## config.mk

```make
export PLATFORM = sky130hd
export DESIGN_NAME = deserializer_align_flat
export DESIGN_NICKNAME = d
export VERILOG_FILES = /design/src/rtl/deserializer_align_if.sv /design/src/rtl/deserializer_align.sv /design/src/flat_wrapper.sv
export SDC_FILE = /design/constraint.sdc
export NUM_CORES = 1
export LEC_CHECK = 0
export CAP_MARGIN = 0
export CORE_UTILIZATION = 30
export DETAILED_ROUTE_END_ITERATION = 7
export PLACE_DENSITY = 0.6
export SLEW_MARGIN = 20
export SYNTH_ARGS = -nofsm -noshare
export SYNTH_HDL_FRONTEND = slang
export SYNTH_SLANG_ARGS = --single-unit
```

## constraint.sdc

```tcl
create_clock -name high_speed_clock -period 2.16 [get_ports high_speed_clock]
set_clock_uncertainty 0.1 [all_clocks]
set_input_delay 0.432 -clock high_speed_clock [delete_from_list [all_inputs] [get_ports high_speed_clock]]
set_output_delay 0.432 -clock high_speed_clock [all_outputs]
set_load 0.03 [all_outputs]
```

## src/rtl/deserializer_align_if.sv

```systemverilog
// Beat-side and frame-side signals of the aligning deserializer.
// The master drives beats and controls; the slave returns frames and alignment status.
interface deserializer_align_if #(
    parameter int unsigned D = 8,
    parameter int unsigned S = 4
);
    logic [D-1:0]         data_in;
    logic                 train_enable;
    logic                 bitslip;
    logic [D*S-1:0]       data_out;
    logic                 data_out_valid;
    logic                 locked;
    logic [$clog2(S)-1:0] slip_count;

    modport master (
        output data_in,
        output train_enable,
        output bitslip,
        input  data_out,
        input  data_out_valid,
        input  locked,
        input  slip_count
    );

    modport slave (
        input  data_in,
        input  train_enable,
        input  bitslip,
        output data_out,
        output data_out_valid,
        output locked,
        output slip_count
    );
endinterface

```

## src/rtl/deserializer_align.sv

```systemverilog
// D-bit to D*S-bit deserializer with a frame-valid strobe, manual beat slip and a
// training-pattern alignment FSM; everything runs on high_speed_clock.
module deserializer_align #(
    parameter int unsigned    D             = 8,
    parameter int unsigned    S             = 4,
    parameter int unsigned    INITIAL_S     = 0,
    parameter logic [D*S-1:0] TRAIN_PATTERN = 32'hA55AF00F,
    parameter int unsigned    LOCK_COUNT    = 4
) (
    input  logic                high_speed_clock,
    input  logic                reset,
    deserializer_align_if.slave bus
);
    localparam int unsigned   CW         = $clog2(S);
    localparam int unsigned   MW         = $clog2(LOCK_COUNT + 1);
    localparam int unsigned   SHW        = D * (S - 1);
    localparam logic [CW-1:0] LAST_BEAT  = CW'(S - 1);
    localparam logic [MW-1:0] LAST_MATCH = MW'(LOCK_COUNT - 1);

    typedef enum logic [1:0] {
        IDLE,
        SEARCH,
        VERIFY,
        LOCKED
    } state_t;

    state_t         state;
    state_t         state_n;
    logic [MW-1:0]  match_cnt;
    logic [MW-1:0]  match_cnt_n;
    logic           locked_r;
    logic           locked_n;
    logic           slip_pend;
    logic           slip_pend_n;

    logic [SHW-1:0] shift;
    logic [SHW-1:0] shift_next;
    logic [CW-1:0]  beat_cnt;
    logic [CW-1:0]  slip_cnt;
    logic [D*S-1:0] data_out_r;
    logic           valid_r;

    logic           manual_slip;
    logic           auto_slip;
    logic           slip;
    logic           frame_done;
    logic [D*S-1:0] frame;
    logic           match;

    // Oldest beat sits at the LSB end; the newest enters at the MSB end.
    if (S > 2) begin : g_shift_wide
        assign shift_next = {bus.data_in, shift[SHW-1:D]};
    end else begin : g_shift_single
        assign shift_next = bus.data_in;
    end

    always_comb begin
        manual_slip = (state == IDLE) && !bus.train_enable && bus.bitslip;
        // A search-mode slip requested at a mismatching frame lands on the following cycle.
        auto_slip   = (state == SEARCH) && bus.train_enable && slip_pend;
        slip        = manual_slip || auto_slip;
        frame_done  = (beat_cnt == LAST_BEAT) && !slip;
        frame       = {bus.data_in, shift};
        match       = (frame == TRAIN_PATTERN);
    end

    always_comb begin
        state_n     = state;
        match_cnt_n = match_cnt;
        locked_n    = locked_r;
        slip_pend_n = 1'b0;

        if (manual_slip) begin
            locked_n = 1'b0;
        end

        case (state)
            IDLE: begin
                if (bus.train_enable) begin
                    state_n     = SEARCH;
                    locked_n    = 1'b0;
                    match_cnt_n = '0;
                end
            end
            SEARCH: begin
                if (!bus.train_enable) begin
                    state_n = IDLE;
                end else if (frame_done) begin
                    if (match) begin
                        if (LOCK_COUNT == 1) begin
                            state_n  = LOCKED;
                            locked_n = 1'b1;
                        end else begin
                            state_n = VERIFY;
                        end
                        match_cnt_n = MW'(1);
                    end else begin
                        slip_pend_n = 1'b1;
                    end
                end
            end
            VERIFY: begin
                if (!bus.train_enable) begin
                    state_n = IDLE;
                end else if (frame_done) begin
                    if (match) begin
                        match_cnt_n = match_cnt + 1'b1;
                        if (match_cnt == LAST_MATCH) begin
                            state_n  = LOCKED;
                            locked_n = 1'b1;
                        end
                    end else begin
                        // Phase was right once already, so retry without slipping.
                        state_n     = SEARCH;
                        match_cnt_n = '0;
                    end
                end
            end
            LOCKED: begin
                if (!bus.train_enable) begin
                    state_n = IDLE;
                end else if (frame_done && !match) begin
                    state_n     = SEARCH;
                    locked_n    = 1'b0;
                    match_cnt_n = '0;
                end
            end
            default: begin
                state_n = IDLE;
            end
        endcase
    end

    always_ff @(posedge high_speed_clock or posedge reset) begin
        if (reset) begin
            state     <= IDLE;
            match_cnt <= '0;
            locked_r  <= 1'b0;
            slip_pend <= 1'b0;
        end else begin
            state     <= state_n;
            match_cnt <= match_cnt_n;
            locked_r  <= locked_n;
            slip_pend <= slip_pend_n;
        end
    end

    always_ff @(posedge high_speed_clock or posedge reset) begin
        if (reset) begin
            shift      <= '0;
            beat_cnt   <= CW'(INITIAL_S);
            slip_cnt   <= '0;
            data_out_r <= '0;
            valid_r    <= 1'b0;
        end else begin
            shift   <= shift_next;
            valid_r <= frame_done;
            if (frame_done) begin
                data_out_r <= frame;
            end
            if (slip) begin
                slip_cnt <= (slip_cnt == LAST_BEAT) ? '0 : slip_cnt + 1'b1;
            end else begin
                beat_cnt <= (beat_cnt == LAST_BEAT) ? '0 : beat_cnt + 1'b1;
            end
        end
    end

    assign bus.data_out       = data_out_r;
    assign bus.data_out_valid = valid_r;
    assign bus.locked         = locked_r;
    assign bus.slip_count     = slip_cnt;
endmodule

```

## src/flat_wrapper.sv

```systemverilog
// flat-port wrapper written by rule: the top's interface ports become plain ports
module deserializer_align_flat 
#(
    parameter int unsigned    D             = 8,
    parameter int unsigned    S             = 4,
    parameter int unsigned    INITIAL_S     = 0,
    parameter logic [D*S-1:0] TRAIN_PATTERN = 32'hA55AF00F,
    parameter int unsigned    LOCK_COUNT    = 4
)
  (high_speed_clock, reset, bus_data_in, bus_train_enable, bus_bitslip, bus_data_out, bus_data_out_valid, bus_locked, bus_slip_count);
  deserializer_align_if #(.D(D), .S(S)) bus_i ();
  input  logic high_speed_clock;
  input  logic reset;
  input wire logic [$bits(bus_i.data_in)-1:0] bus_data_in;
  input wire logic [$bits(bus_i.train_enable)-1:0] bus_train_enable;
  input wire logic [$bits(bus_i.bitslip)-1:0] bus_bitslip;
  output wire logic [$bits(bus_i.data_out)-1:0] bus_data_out;
  output wire logic [$bits(bus_i.data_out_valid)-1:0] bus_data_out_valid;
  output wire logic [$bits(bus_i.locked)-1:0] bus_locked;
  output wire logic [$bits(bus_i.slip_count)-1:0] bus_slip_count;
  assign bus_i.data_in = bus_data_in;
  assign bus_i.train_enable = bus_train_enable;
  assign bus_i.bitslip = bus_bitslip;
  assign bus_data_out = bus_i.data_out;
  assign bus_data_out_valid = bus_i.data_out_valid;
  assign bus_locked = bus_i.locked;
  assign bus_slip_count = bus_i.slip_count;
  deserializer_align #(.D(D), .S(S), .INITIAL_S(INITIAL_S), .TRAIN_PATTERN(TRAIN_PATTERN), .LOCK_COUNT(LOCK_COUNT)) u_core (.high_speed_clock(high_speed_clock), .reset(reset), .bus(bus_i));
endmodule
```

# ---- Word-level counts from Yosys, hierarchy flattened
# Cells that the tools add are included.
dict set report totals {
  regBits 68
  input_bits 12
  wordCells 81
}
dict set report classes {
  addsub 3
  eq_ne 20
  mux 36
  n_reduce_logical 13
}
# op count
set ops {}
lappend ops {{32-bit == test, second input constant} 1}
lappend ops {{3-bit two-way mux} 9}
lappend ops {{2-bit two-way mux} 12}
lappend ops {{1-bit two-way mux} 12}
lappend ops {{3-bit by 2-bit inequality test with 1-bit output, second input constant} 4}
lappend ops {{3-bit one-hot mux with 4 select lines} 1}
lappend ops {{2-bit == test, second input constant} 4}
lappend ops {{2-bit by 1-bit inequality test with 1-bit output, second input constant} 4}
lappend ops {{2-bit inequality test, second input constant} 4}
lappend ops {{2-bit one-hot mux with 4 select lines} 1}
lappend ops {{8-bit AND reduction} 1}
lappend ops {{1-bit logical AND} 6}
lappend ops {{6-bit AND reduction} 1}
lappend ops {{2-bit by 1-bit adder with 2-bit output, second input constant} 2}
lappend ops {{4-bit inequality test, second input constant} 1}
lappend ops {{3-bit by 1-bit adder with 3-bit output, second input constant} 1}
lappend ops {{3-bit by 2-bit == test with 1-bit output, second input constant} 1}
lappend ops {{1-bit logical NOT} 3}
lappend ops {{1-bit one-hot mux with 3 select lines} 1}
lappend ops {{2-bit by 1-bit == test with 1-bit output, second input constant} 1}
lappend ops {{2-bit logical NOT} 1}
lappend ops {{1-bit logical OR} 1}

# ---- Longest topological paths before layout
# Gate-level depths: netlist of run 1.
dict set report logic_depth {
  word_depth 10
  ltp_mapped 9
}

# ---- Worst setup path before layout of run 1
# No wires, ideal clock.
dict set report synth_timing {
  path_kind {register -> register}
  startpoint {register u_core.state[1]}
  endpoint {register u_core.match_cnt[0]}
  setup_ps 125
  arrival_time_ps 1812
  t_required_ps 1935
  path_slack_ps 123
  stages_incl_launch_ff 9
  path_buffers 1
  synth_period_minus_slack_ps 2037
  cell_sequence {dfrtp_1 inv_1 ha_1 clkbuf_2 nand3_1 nand3_2 nor3_1 a211oi_2 mux2_2}
}
dict set report synth_via {
  elab_chain_cells 9
  word_cells_on_any_way 22
  cone_classes {eq/ne (11); mux (1); reduce/logical (10)}
}
# element line_no
set synth_lines {}
lappend synth_lines {{start: declaration} deserializer_align.sv:27} ;# state_t state;
lappend synth_lines {{start signal: assignment} deserializer_align.sv:141} ;# state <= state_n;
lappend synth_lines {{2-bit by 1-bit == test with 1-bit output or 2-bit logical NOT (tied branches)} {deserializer_align.sv:60, deserializer_align.sv:77, deserializer_align.sv:58}}
lappend synth_lines {{1-bit logical AND, on equally long branches (2 in series)} {deserializer_align.sv:60, deserializer_align.sv:58}}
lappend synth_lines {{1-bit logical OR} deserializer_align.sv:61} ;# slip = manual_slip || auto_slip;
lappend synth_lines {{1-bit logical NOT} deserializer_align.sv:62} ;# frame_done = (beat_cnt == LAST_BEAT) && !slip;
lappend synth_lines {{1-bit logical AND} deserializer_align.sv:62}
lappend synth_lines {{1-bit logical AND} deserializer_align.sv:122} ;# end else if (frame_done && !match) begin
lappend synth_lines {{2-bit by 1-bit inequality test with 1-bit output (no line)} -}
lappend synth_lines {{8-bit AND reduction (no line)} -}
lappend synth_lines {{end signal: assignment} deserializer_align.sv:142} ;# match_cnt <= match_cnt_n;
lappend synth_lines {{end: declaration} deserializer_align.sv:29} ;# logic [MW-1:0] match_cnt;
# Parallel ways exist; a longest one is shown, timed or not.
# A chain may end at the register's enable or synchronous reset.

# ---- Worst setup path after layout of run 1
dict set report layout_timing {
  startpoint {input bus_data_in[7]}
  endpoint {register u_core.match_cnt[2]}
}
dict set report layout_via {
  elab_chain_cells 5
  word_cells_on_any_way 10
  cone_classes {eq/ne (3); mux (4); reduce/logical (3)}
}
# element line_no
set layout_lines {}
lappend layout_lines {{start: declaration} flat_wrapper.sv:14} ;# input wire logic [$bits(bus_i.data_in)-1:0] bus_data_in;
lappend layout_lines {{32-bit == test *} deserializer_align.sv:64} ;# match = (frame == TRAIN_PATTERN);
lappend layout_lines {{3-bit two-way mux or 1-bit logical NOT (tied branches)} {deserializer_align.sv:106, deserializer_align.sv:122}}
lappend layout_lines {{3-bit two-way mux or 1-bit logical AND (tied branches)} {deserializer_align.sv:105, deserializer_align.sv:122}}
lappend layout_lines {{3-bit two-way mux or 2-bit by 1-bit inequality test with 1-bit output (tied branches)} -}
lappend layout_lines {{3-bit one-hot mux with 4 select lines or 8-bit AND reduction (tied branches)} -}
# Every way passes the cells marked *; elsewhere a longest branch is shown, timed or not. The select of a mux whose other input is x is not followed.

==> results of run 1 <==
==> final cells by class <==
cell class / count / area [um^2] / area share
clock buffers: 11 / 141.4 / 0.03854
clock inverters: 4 / 73.82 / 0.02012
inverters: 7 / 30.03 / 0.008186
multi-input cells: 102 / 947.2 / 0.2582
flip-flops and latches: 68 / 1703 / 0.4642
well taps: 108 / 135.1 / 0.03684
repair buffers: 68 / 638.1 / 0.1739
==> state kept, by name (all words and copies together) (netlist names) <==
| signal | flops |
|---|---|
| u_core.state | 2 |
| u_core.bus.data_out | 32 |
| u_core.slip_pend | 1 |
| u_core.bus.data_out_valid | 1 |
| u_core.match_cnt | 3 |
| u_core.bus.slip_count | 2 |
| u_core.bus.locked | 1 |
| u_core.shift | 24 |
| u_core.beat_cnt | 2 |
==> what timing repair did <==
action	4_1_cts	5_1_grt
resized for setup	2	5
endpoints found under the setup margin	4	6
pin swaps	3	5
gates cloned	0	0
==> per-stage QoR <==
step	hold WS, ns	cell area (um^2)
final	0.2902	3669
after global routing	0.2735	3669
after CTS	0.2831	3647
after detailed placement	0.2861	3435
after floorplan	0.2630	2684
after global placement	0.2896	3435
==> layer usage <==
metal | share of wire | vias to the layer above | wire, um
met1 | 0.48 | 836 | 2514
met2 | 0.46 | 38 | 2425
li1 | - | 807 | -
met5 | 0 | - | 0
met3 | 0.050 | 8 | 263
met4 | 0.014 | 0 | 76
==> kinds of logic (layout without fill, tap and decap cells) <==
group / count (synthesis) / count (layout) / synth area share
adder cells (fa/ha/maj): 10 / 10 / 0.04669
multiplexers: 38 / 38 / 0.1597
AO/OA/AOI/OAI: 16 / 16 / 0.04295
flip-flops: 68 / 68 / 0.6349
AND/OR/NAND/NOR: 38 / 38 / 0.09664
buffers and inverters: 12 / 90 / 0.01914
==> worst min-delay path by stage <==
stage	cells past startpoint	end	start	slack [ns]
after global routing	1	u_core.shift[22]$_DFF_PP0_	bus_data_in[6]	0.27
final	1	u_core.shift[22]$_DFF_PP0_	bus_data_in[6]	0.29
after detailed placement	0	u_core.shift[15]$_DFF_PP0_	u_core.shift[23]$_DFF_PP0_	0.29
after CTS	1	u_core.shift[22]$_DFF_PP0_	bus_data_in[6]	0.28
after floorplan	0	u_core.shift[12]$_DFF_PP0_	u_core.shift[20]$_DFF_PP0_	0.26
after global placement	0	u_core.shift[4]$_DFF_PP0_	u_core.shift[12]$_DFF_PP0_	0.29
==> power by group <==
| part | internal [W] | switching, W |
|---|---|---|
| sequential | 0.00169 | 0.000232 |
| combinational | 0.00122 | 0.00131 |
| clock | 0.000676 | 0.000463 |
| total | 0.00359 | 0.00201 |
==> cells in the final DEF (no fill, tap or decap), drive strengths merged, types with 3 or more instances in the layout <==
master / instances
dfrtp: 68
clkdlybuf4s50: 45
mux2: 38
buf: 21
clkbuf: 11
ha: 10
inv: 6
nand2: 6
nor3: 5
nor2: 5
nor4: 4
and4b: 3
o21ai: 3
nand3: 3
a211oi: 3
==> critical path: stages <==
cell and delay (ns):
clkdlybuf4s50_1 0.45, and4b_1 0.22, nand4_1 0.18, nor2_4 0.04
buf_4 0.13, buf_4 0.14, a211oi_2 0.28, mux2_2 0.37
==> impl_metrics.env, run 1 <==
export IMPL_first_global_vias=1788
export IMPL_r2r_end="u_core.match_cnt[2]$_DFFE_PP0P_"
export IMPL_drt_total_wl_um=5279
export IMPL_postCtsSetupRepairBufs=0
export IMPL_port_buffers=47
export IMPL_maxCapViolations=0
export IMPL_drt_wirelength_per_cell_um=14.35
export IMPL_hpwlAfterDp_um=3860
export IMPL_start_kind="primary input"
export IMPL_ys_seq_area_frac=0.6349
export IMPL_max_freq_mhz=472.6
export IMPL_critical_path_class="in -> reg"
export IMPL_firstDrtPassIters=4
export IMPL_yosysWarnings=0
export IMPL_num_rows=34
export IMPL_gr_usage_met1=0.1678
export IMPL_stdcell_count=368
export IMPL_drt_iter0_drc=96
export IMPL_synth_edf_count=0
export IMPL_worstHoldPathType="in -> reg"
export IMPL_grt_busiest_layer="met2"
export IMPL_clockRootBuffer="clkbuf_8"
export IMPL_vdd_ir_drop_max_mv=0.7935
export IMPL_ff2ff_setup_slack_ns=0.06
export IMPL_clockBufferDepth=2
export IMPL_postLayoutCoreUtil=0.4227
export IMPL_cts_tree="yes"
export IMPL_fp_dieArea_um2=9315
export IMPL_n_antenna_cell=0
export IMPL_io_pins=48
export IMPL_maxSlewViolCount=0
export IMPL_use_met2=0.1978
export IMPL_vias=1689
export IMPL_crit_fanout=4
export IMPL_clk_pin_slew_worst_paths_ns=0.07
export IMPL_ys_flop_type="dfrtp_1"
export IMPL_cts_buffers=9
export IMPL_setup_viol=0
export IMPL_gr_total_overflow=0
export IMPL_clkSinkCount=68
export IMPL_critPathCaptureType="flop"
export IMPL_synth_top_area_frac=0.6349
export IMPL_rsz0062_at_grt="yes"
export IMPL_finalWorstSetupSlack_ns=0.04416
export IMPL_tns_ns=0
export IMPL_htreeDepth=3
export IMPL_syn_area_um2=2680
export IMPL_synth_fp_nets=204
export IMPL_drive_gt1_frac=0.3308
export IMPL_pre_cts_slack_ns=-0.3831
export IMPL_synth_most_common_cell="dfrtp_1"
export IMPL_status="complete, no violations"
export IMPL_die_w_um=96.52
export IMPL_slew_headroom=0.7738
export IMPL_yosys_area_top_type="dfrtp_1"
export IMPL_postRouteAntennaNets=0
export IMPL_r2r_cells=7
export IMPL_floorplan_initialDensity=0.3088
export IMPL_design_core_area_um2=8678
export IMPL_yosys_top_cells_count="dfrtp_1, mux2_2, ha_1, inv_1"
export IMPL_holdBufCountCts=0
export IMPL_p_leak_nw=1.586
export IMPL_antenna_found_initial=0
export IMPL_min_period_over_period=0.9796
export IMPL_post_route_min_period_ns=2.116
export IMPL_crit_end="u_core.match_cnt[2]$_DFFE_PP0P_"
export IMPL_rr_startpoint="u_core.state[0]$_DFFE_PP0P_"
export IMPL_vias_per_cell=4.590
export IMPL_dp_cells=353
export IMPL_synth_area_per_cell_um2=14.73
export IMPL_area_delta_synth_final_pct=36.88
export IMPL_drc_errors=0
export IMPL_ys_seq_elements=68
export IMPL_required_ns=2.28
export IMPL_power_density_nw_per_um2=1526
export IMPL_async_flop_share=1.000
export IMPL_grt_max_degree=47
export IMPL_grt_use_total=0.1304
export IMPL_cp_arrival_ns=2.24
export IMPL_finalPower_w=0.005598
export IMPL_tightestPinTransition_ns=0.3382
export IMPL_synthCells=182
export IMPL_met3_usage=0.05008
export IMPL_synth_area_top_cells="dfrtp_1, mux2_2, ha_1"
export IMPL_fin_nets=278
export IMPL_nFillCells=827
export IMPL_grt_pass1_wl_um=8763
export IMPL_yosysUniqueCellTypes=37
export IMPL_die_y_um=96.52
export IMPL_hold_violations=0
export IMPL_worstSkewPairLatency_ns=0.34
export IMPL_startpoint="bus_data_in[7]"
export IMPL_place_congestion=0.8629
Note: power is estimated with default switching activity, not from simulation.
==> inputs of run 2 (changes only) <==
--- a/config.mk
+++ b/config.mk
@@ -5,7 +5,6 @@
 export SDC_FILE = /design/constraint.sdc
 export NUM_CORES = 1
 export LEC_CHECK = 0
-export CAP_MARGIN = 0
 export CORE_UTILIZATION = 30
 export DETAILED_ROUTE_END_ITERATION = 7
 export PLACE_DENSITY = 0.6
==> results of run 2 <==
Final layout, timing and power as in run 1 (identical DEF).
==> edit 1: new RTL, config.mk and constraints of run 2 <==
Re-encode `state_t` (4 states) as one-hot, 4 bits wide.
--- a/src/rtl/deserializer_align.sv
+++ b/src/rtl/deserializer_align.sv
@@ -19,7 +19,7 @@
 
-    typedef enum logic [1:0] {
-        IDLE,
-        SEARCH,
-        VERIFY,
-        LOCKED
+    typedef enum logic [3:0] {
+        IDLE   = 4'b0001,
+        SEARCH = 4'b0010,
+        VERIFY = 4'b0100,
+        LOCKED = 4'b1000
     } state_t;
Function: same outputs for any inputs over 10 cycles, from zero or initial values and one cycle with reset high; not proved beyond that.
==> edit 1 against run 2 <==
Total power shrank 5.2%. Via count grew 20%. Global-route usage grew 0.64 points. First-iteration DRC count grew 9.4%. Routed wire length grew 12%. Setup slack gained 71 ps. The run now ends with DRC left. Cell area grew 1.5%. Critical endpoint is now u_core.match_cnt[0]$_DFFE_PP0P_. Core utilization shrank 0.20 points. Synthesized area grew 3.5%. Count of clock-buffer cells in the layout is the same. Sequential cell count grew 2. Non-clock buffer count grew 1. Combinational power shrank 14%.
==> edit 1: results (changes against run 2) <==
| Metric | Value |
|---|---|
| Placed insts | 417 (+18%) |
| Multi-In Gates | 160 (+57%) |
| Number of global-route vias before repair | 2117 (+18%) |
| Post-synthesis adder-cell area fraction | 1.81% (-2.9 points) |
| Crit path max fanout | 3 (-1) |
| Layout cells sized above 1 | 16.3% (-17 points) |
| Die footprint | 9630 µm² (+3.4%) |
| Critical path capture point | u_core.match_cnt[0]$_DFFE_PP0P_ |
| Depth of the most critical reg-to-reg path | 6 (-1) |
| Syn Nets | 265 (+30%) |
| Family with the most delay on the worst path | simple AND/OR/NAND/NOR gates |
| Largest net degree at the start of global routing | 71 (+51%) |
| Worst-case vdd ir drop | 757 µV (-4.6%) |
| Nonclk inv count | 10 (+3) |
| RePlAce Congestion | 0.821 (-4.8%) |
| Clock-cell share of area | 6.25% (+0.39 points) |
| Detailed Route WL | 5890 µm (+12%) |
| Compound-cell area share of the yosys netlist | 7.22% (+2.9 points) |
| Fin Hold WS | 296 ps (+5.91 ps) |
| Xor and xnor area share after synthesis | 0.632% (+0.63 points) |
| CP max stage delay | 490 ps (+40 ps) |
| First-pass GRT wire length | 10200 µm (+16%) |
| Crit. Startpoint | bus_data_in[2] |
| Bufs w/o clock | 69 (+1.5%) |
| Reg area | 1750 µm² (+2.9%) |
| Synth Instances | 249 (+37%) |
| Clock power frac | 22.6% (+2.3 points) |
| Slew headroom | 64.4% (-13 points) |
| Synth cell types | 46 (+24%) |
| Worst endpoint data arrival time | 2170 ps (-70 ps) |
| Fillers | 881 (+6.5%) |
| R2r startpoint | u_core.shift[4]$_DFF_PP0_ |
| Outcome | finished with violations |
| Post-synthesis mux area share | 1.22% (-15 points) |
| DP HPWL | 4160 µm (+7.7%) |
| GRT Total Usage | 13.7% (+0.64 points) |
| DR iter-0 viols | 105 (+9.4%) |
| Non-clk buf share | 17.4% (+0.018 points) |
| Hold Crit Start | u_core.shift[13]$_DFF_PP0_ |
| Vias after detailed routing | 2027 (+20%) |
| Post-synthesis sequential area ratio | 63.2% (-0.27 points) |
| Fraction of area in multi-input gates | 24.5% (-1.3 points) |
| Residual DRC | 2 (+2) |
| Layout Cells excl Fill | 433 (+18%) |
| Area after DPL | 3480 µm² (+1.4%) |
| Most frequent cells after synthesis | nand2_1, dfrtp_1, inv_1 |
| Failing checks | DRC |
| Min-Delay Path Class | flop to flop |
| Hold Path Sink | u_core.shift[5]$_DFF_PP0_ |
edit 1: cell types whose count changed after synthesis, moves of 3 or more:
cell | run 2 | this run
nand2_1 | 5 | 99
buf_4 | 0 | 3
nor3_1 | 5 | 2
ha_1 | 10 | 4
and4b_1 | 3 | 0
buf_6 | 0 | 4
o21ai_0 | 3 | 0
mux2_2 | 38 | 3
buf_2 | 4 | 1
o22ai_1 | 1 | 4
edit 1: timing repair:
item | in CTS | in global routing
setup endpoints to repair | 0 | 2
hold endpoints to repair | 0 | 0
gates resized for setup | 0 | 1
edit 1: per-layer routing:
metal	vias up	GRT usage [%]
li1	989	-
met2	48	20.5
met3	6	4.37
met4	0	5.97
met1	984	18.2
met5	-	0
edit 1: cells by family after synthesis:
group,after synthesis
XOR/XNOR,2
AND/OR/NAND/NOR,126
AO/OA/AOI/OAI,25
multiplexers,3
flip-flops,70
buffers and inverters,19
adder cells (fa/ha/maj),4
==> edit 2: new RTL, config.mk and constraints of run 2 <==
Without the edit above. `S` is set to 4 in 3 places; all go to 8.
--- a/src/rtl/deserializer_align_if.sv
+++ b/src/rtl/deserializer_align_if.sv
@@ -4,3 +4,3 @@
     parameter int unsigned D = 8,
-    parameter int unsigned S = 4
+    parameter int unsigned S = 8
 );
--- a/src/rtl/deserializer_align.sv
+++ b/src/rtl/deserializer_align.sv
@@ -4,3 +4,3 @@
     parameter int unsigned    D             = 8,
-    parameter int unsigned    S             = 4,
+    parameter int unsigned    S             = 8,
     parameter int unsigned    INITIAL_S     = 0,
--- a/src/flat_wrapper.sv
+++ b/src/flat_wrapper.sv
@@ -4,3 +4,3 @@
     parameter int unsigned    D             = 8,
-    parameter int unsigned    S             = 4,
+    parameter int unsigned    S             = 8,
     parameter int unsigned    INITIAL_S     = 0,
Interface: changed (resized bus_data_out and bus_slip_count); port bits go from 48 to 81. No check against the original RTL was run, so the function may have changed too.
==> edit 2 against run 2 <==
The run now ends with setup timing left. Routed wire length is 130% higher. Synthesized cell count is 140% higher. Setup slack worse by 200 ps. Cell area is 100% higher. Count of clock-buffer cells in the layout is 10 higher. Fmax is 8.6% lower. Register-to-register slack worse by 220 ps. Sequential power is 89% higher. Synthesized area is 83% higher. Total power is 92% higher. Sequential cell count is 66 higher. First-iteration DRC count is 94% higher. Critical endpoint unchanged.
==> edit 2: results (changes against run 2) <==
| Metric | Value |
|---|---|
| Outcome | finished with violations |
| Failing checks | setup timing |
| Finished Core Util | 46.5% (+4.3 points) |
| First-pass GRT wire length | 19000 µm (+120%) |
| Layout cells sized above 1 | 25.7% (-7.4 points) |
| Skew-Pair Late Insertion Delay | 420 ps (+80 ps) |
| Number of global-route vias before repair | 3701 (+110%) |
| Fillers | 1482 (+79%) |
| Port Buf Inserts | 80 (+70%) |
| CP max stage delay | 470 ps (+20 ps) |
| Worst-case vdd ir drop | 682 µV (-14%) |
| Synth Instances | 435 (+140%) |
| Critical path class | flop to flop |
| TNS Setup | -660 ps (-660 ps) |
| Compound-cell area share of the yosys netlist | 2.86% (-1.4 points) |
| M1 wire length | 5550 µm (+120%) |
| Routed WL per cell | 14.7 µm (+2.7%) |
| Family with the most delay on the worst path | simple AND/OR/NAND/NOR gates |
| Met1 GRT Util | 19.3% (+2.5 points) |
| Post-synthesis mux area share | 1.97% (-14 points) |
| Layout Cells excl Fill | 838 (+130%) |
| Max reg flops | 64 (+100%) |
| Area after DPL | 6610 µm² (+92%) |
| Final setup violation count | 6 (+6) |
| Met3 Use GR | 4.39% (-0.62 points) |
| DP HPWL | 8760 µm (+130%) |
| Pint | 6.76 mW (+88%) |
| Crit path max fanout | 5 (+1) |
| Synth top area cells | dfrtp_1, nand2_1, ha_1 |
| Dpl ws | -587 ps (-204 ps) |
| DR iter-0 viols | 186 (+94%) |
| Crit-path slowest cell | nor4_4 |
| Leakage | 3.56 nW (+120%) |
| GRT Total Usage | 15.3% (+2.3 points) |
| Met2 global-route usage | 24.6% (+4.9 points) |
| Post-synthesis adder-cell area fraction | 3.07% (-1.6 points) |
| Via density | 4.39 (-4.4%) |
| Routed wl met3 | 488 µm (+86%) |
| CTS Buf Count | 17 (+8) |
| Final WS setup | -155 ps (-200 ps) |
| Slew headroom | 63.5% (-14 points) |
| R2r startpoint | u_core.shift[49]$_DFF_PP0_ |
[edit 2: cell count changes in the layout (fill, tap and decap cells not counted), moves of 5 or more]
cell / delta
dfrtp_1: +67
clkdlybuf4s50_1: +34
clkbuf_8: -9
buf_12: +5
clkbuf_16: +19
buf_4: +57
nand2_1: +190
mux2_2: -34
[edit 2: what timing repair did]
action	4_1_cts	5_1_grt
gates resized for setup	14	9
setup endpoints to repair	6	45
cloned	0	2
setup buffers	5	2
pin swaps	4	2
hold buffers	0	0
[edit 2: how the worst min path moves through the flow]
stage / start / endpoint / slack, ps / depth (start not counted)
after floorplan: u_core.shift[24]$_DFF_PP0_ / u_core.shift[16]$_DFF_PP0_ / 270 / 0
after global placement: u_core.shift[22]$_DFF_PP0_ / u_core.shift[14]$_DFF_PP0_ / 290 / 0
after detailed placement: u_core.shift[22]$_DFF_PP0_ / u_core.shift[14]$_DFF_PP0_ / 280 / 0
after CTS: bus_data_in[7] / u_core.shift[55]$_DFF_PP0_ / 240 / 1
after global routing: bus_data_in[7] / u_core.shift[55]$_DFF_PP0_ / 240 / 1
final: bus_data_in[7] / u_core.shift[55]$_DFF_PP0_ / 260 / 1
[edit 2: area by class of cell]
cell class	instances	share of cell area (%)
Sequential cell	134	45.4
Timing Repair Buffer	169	21.5
Multi-Input combinational cell	276	21.0
Clock buffer	21	6.09
Tap cell	216	3.66
Clock inverter	11	1.71
Inverter	11	0.643
[edit 2: power groups by stage]
stage	Clock, mW	Combinational, mW	Sequential, mW
floorplan	0	1.22	4.73
CTS	2.86	4.25	3.65
finish	2.80	4.31	3.63
detailed placement	0	4.14	3.68
global route	2.97	4.64	3.72
global placement	0	4.05	3.66
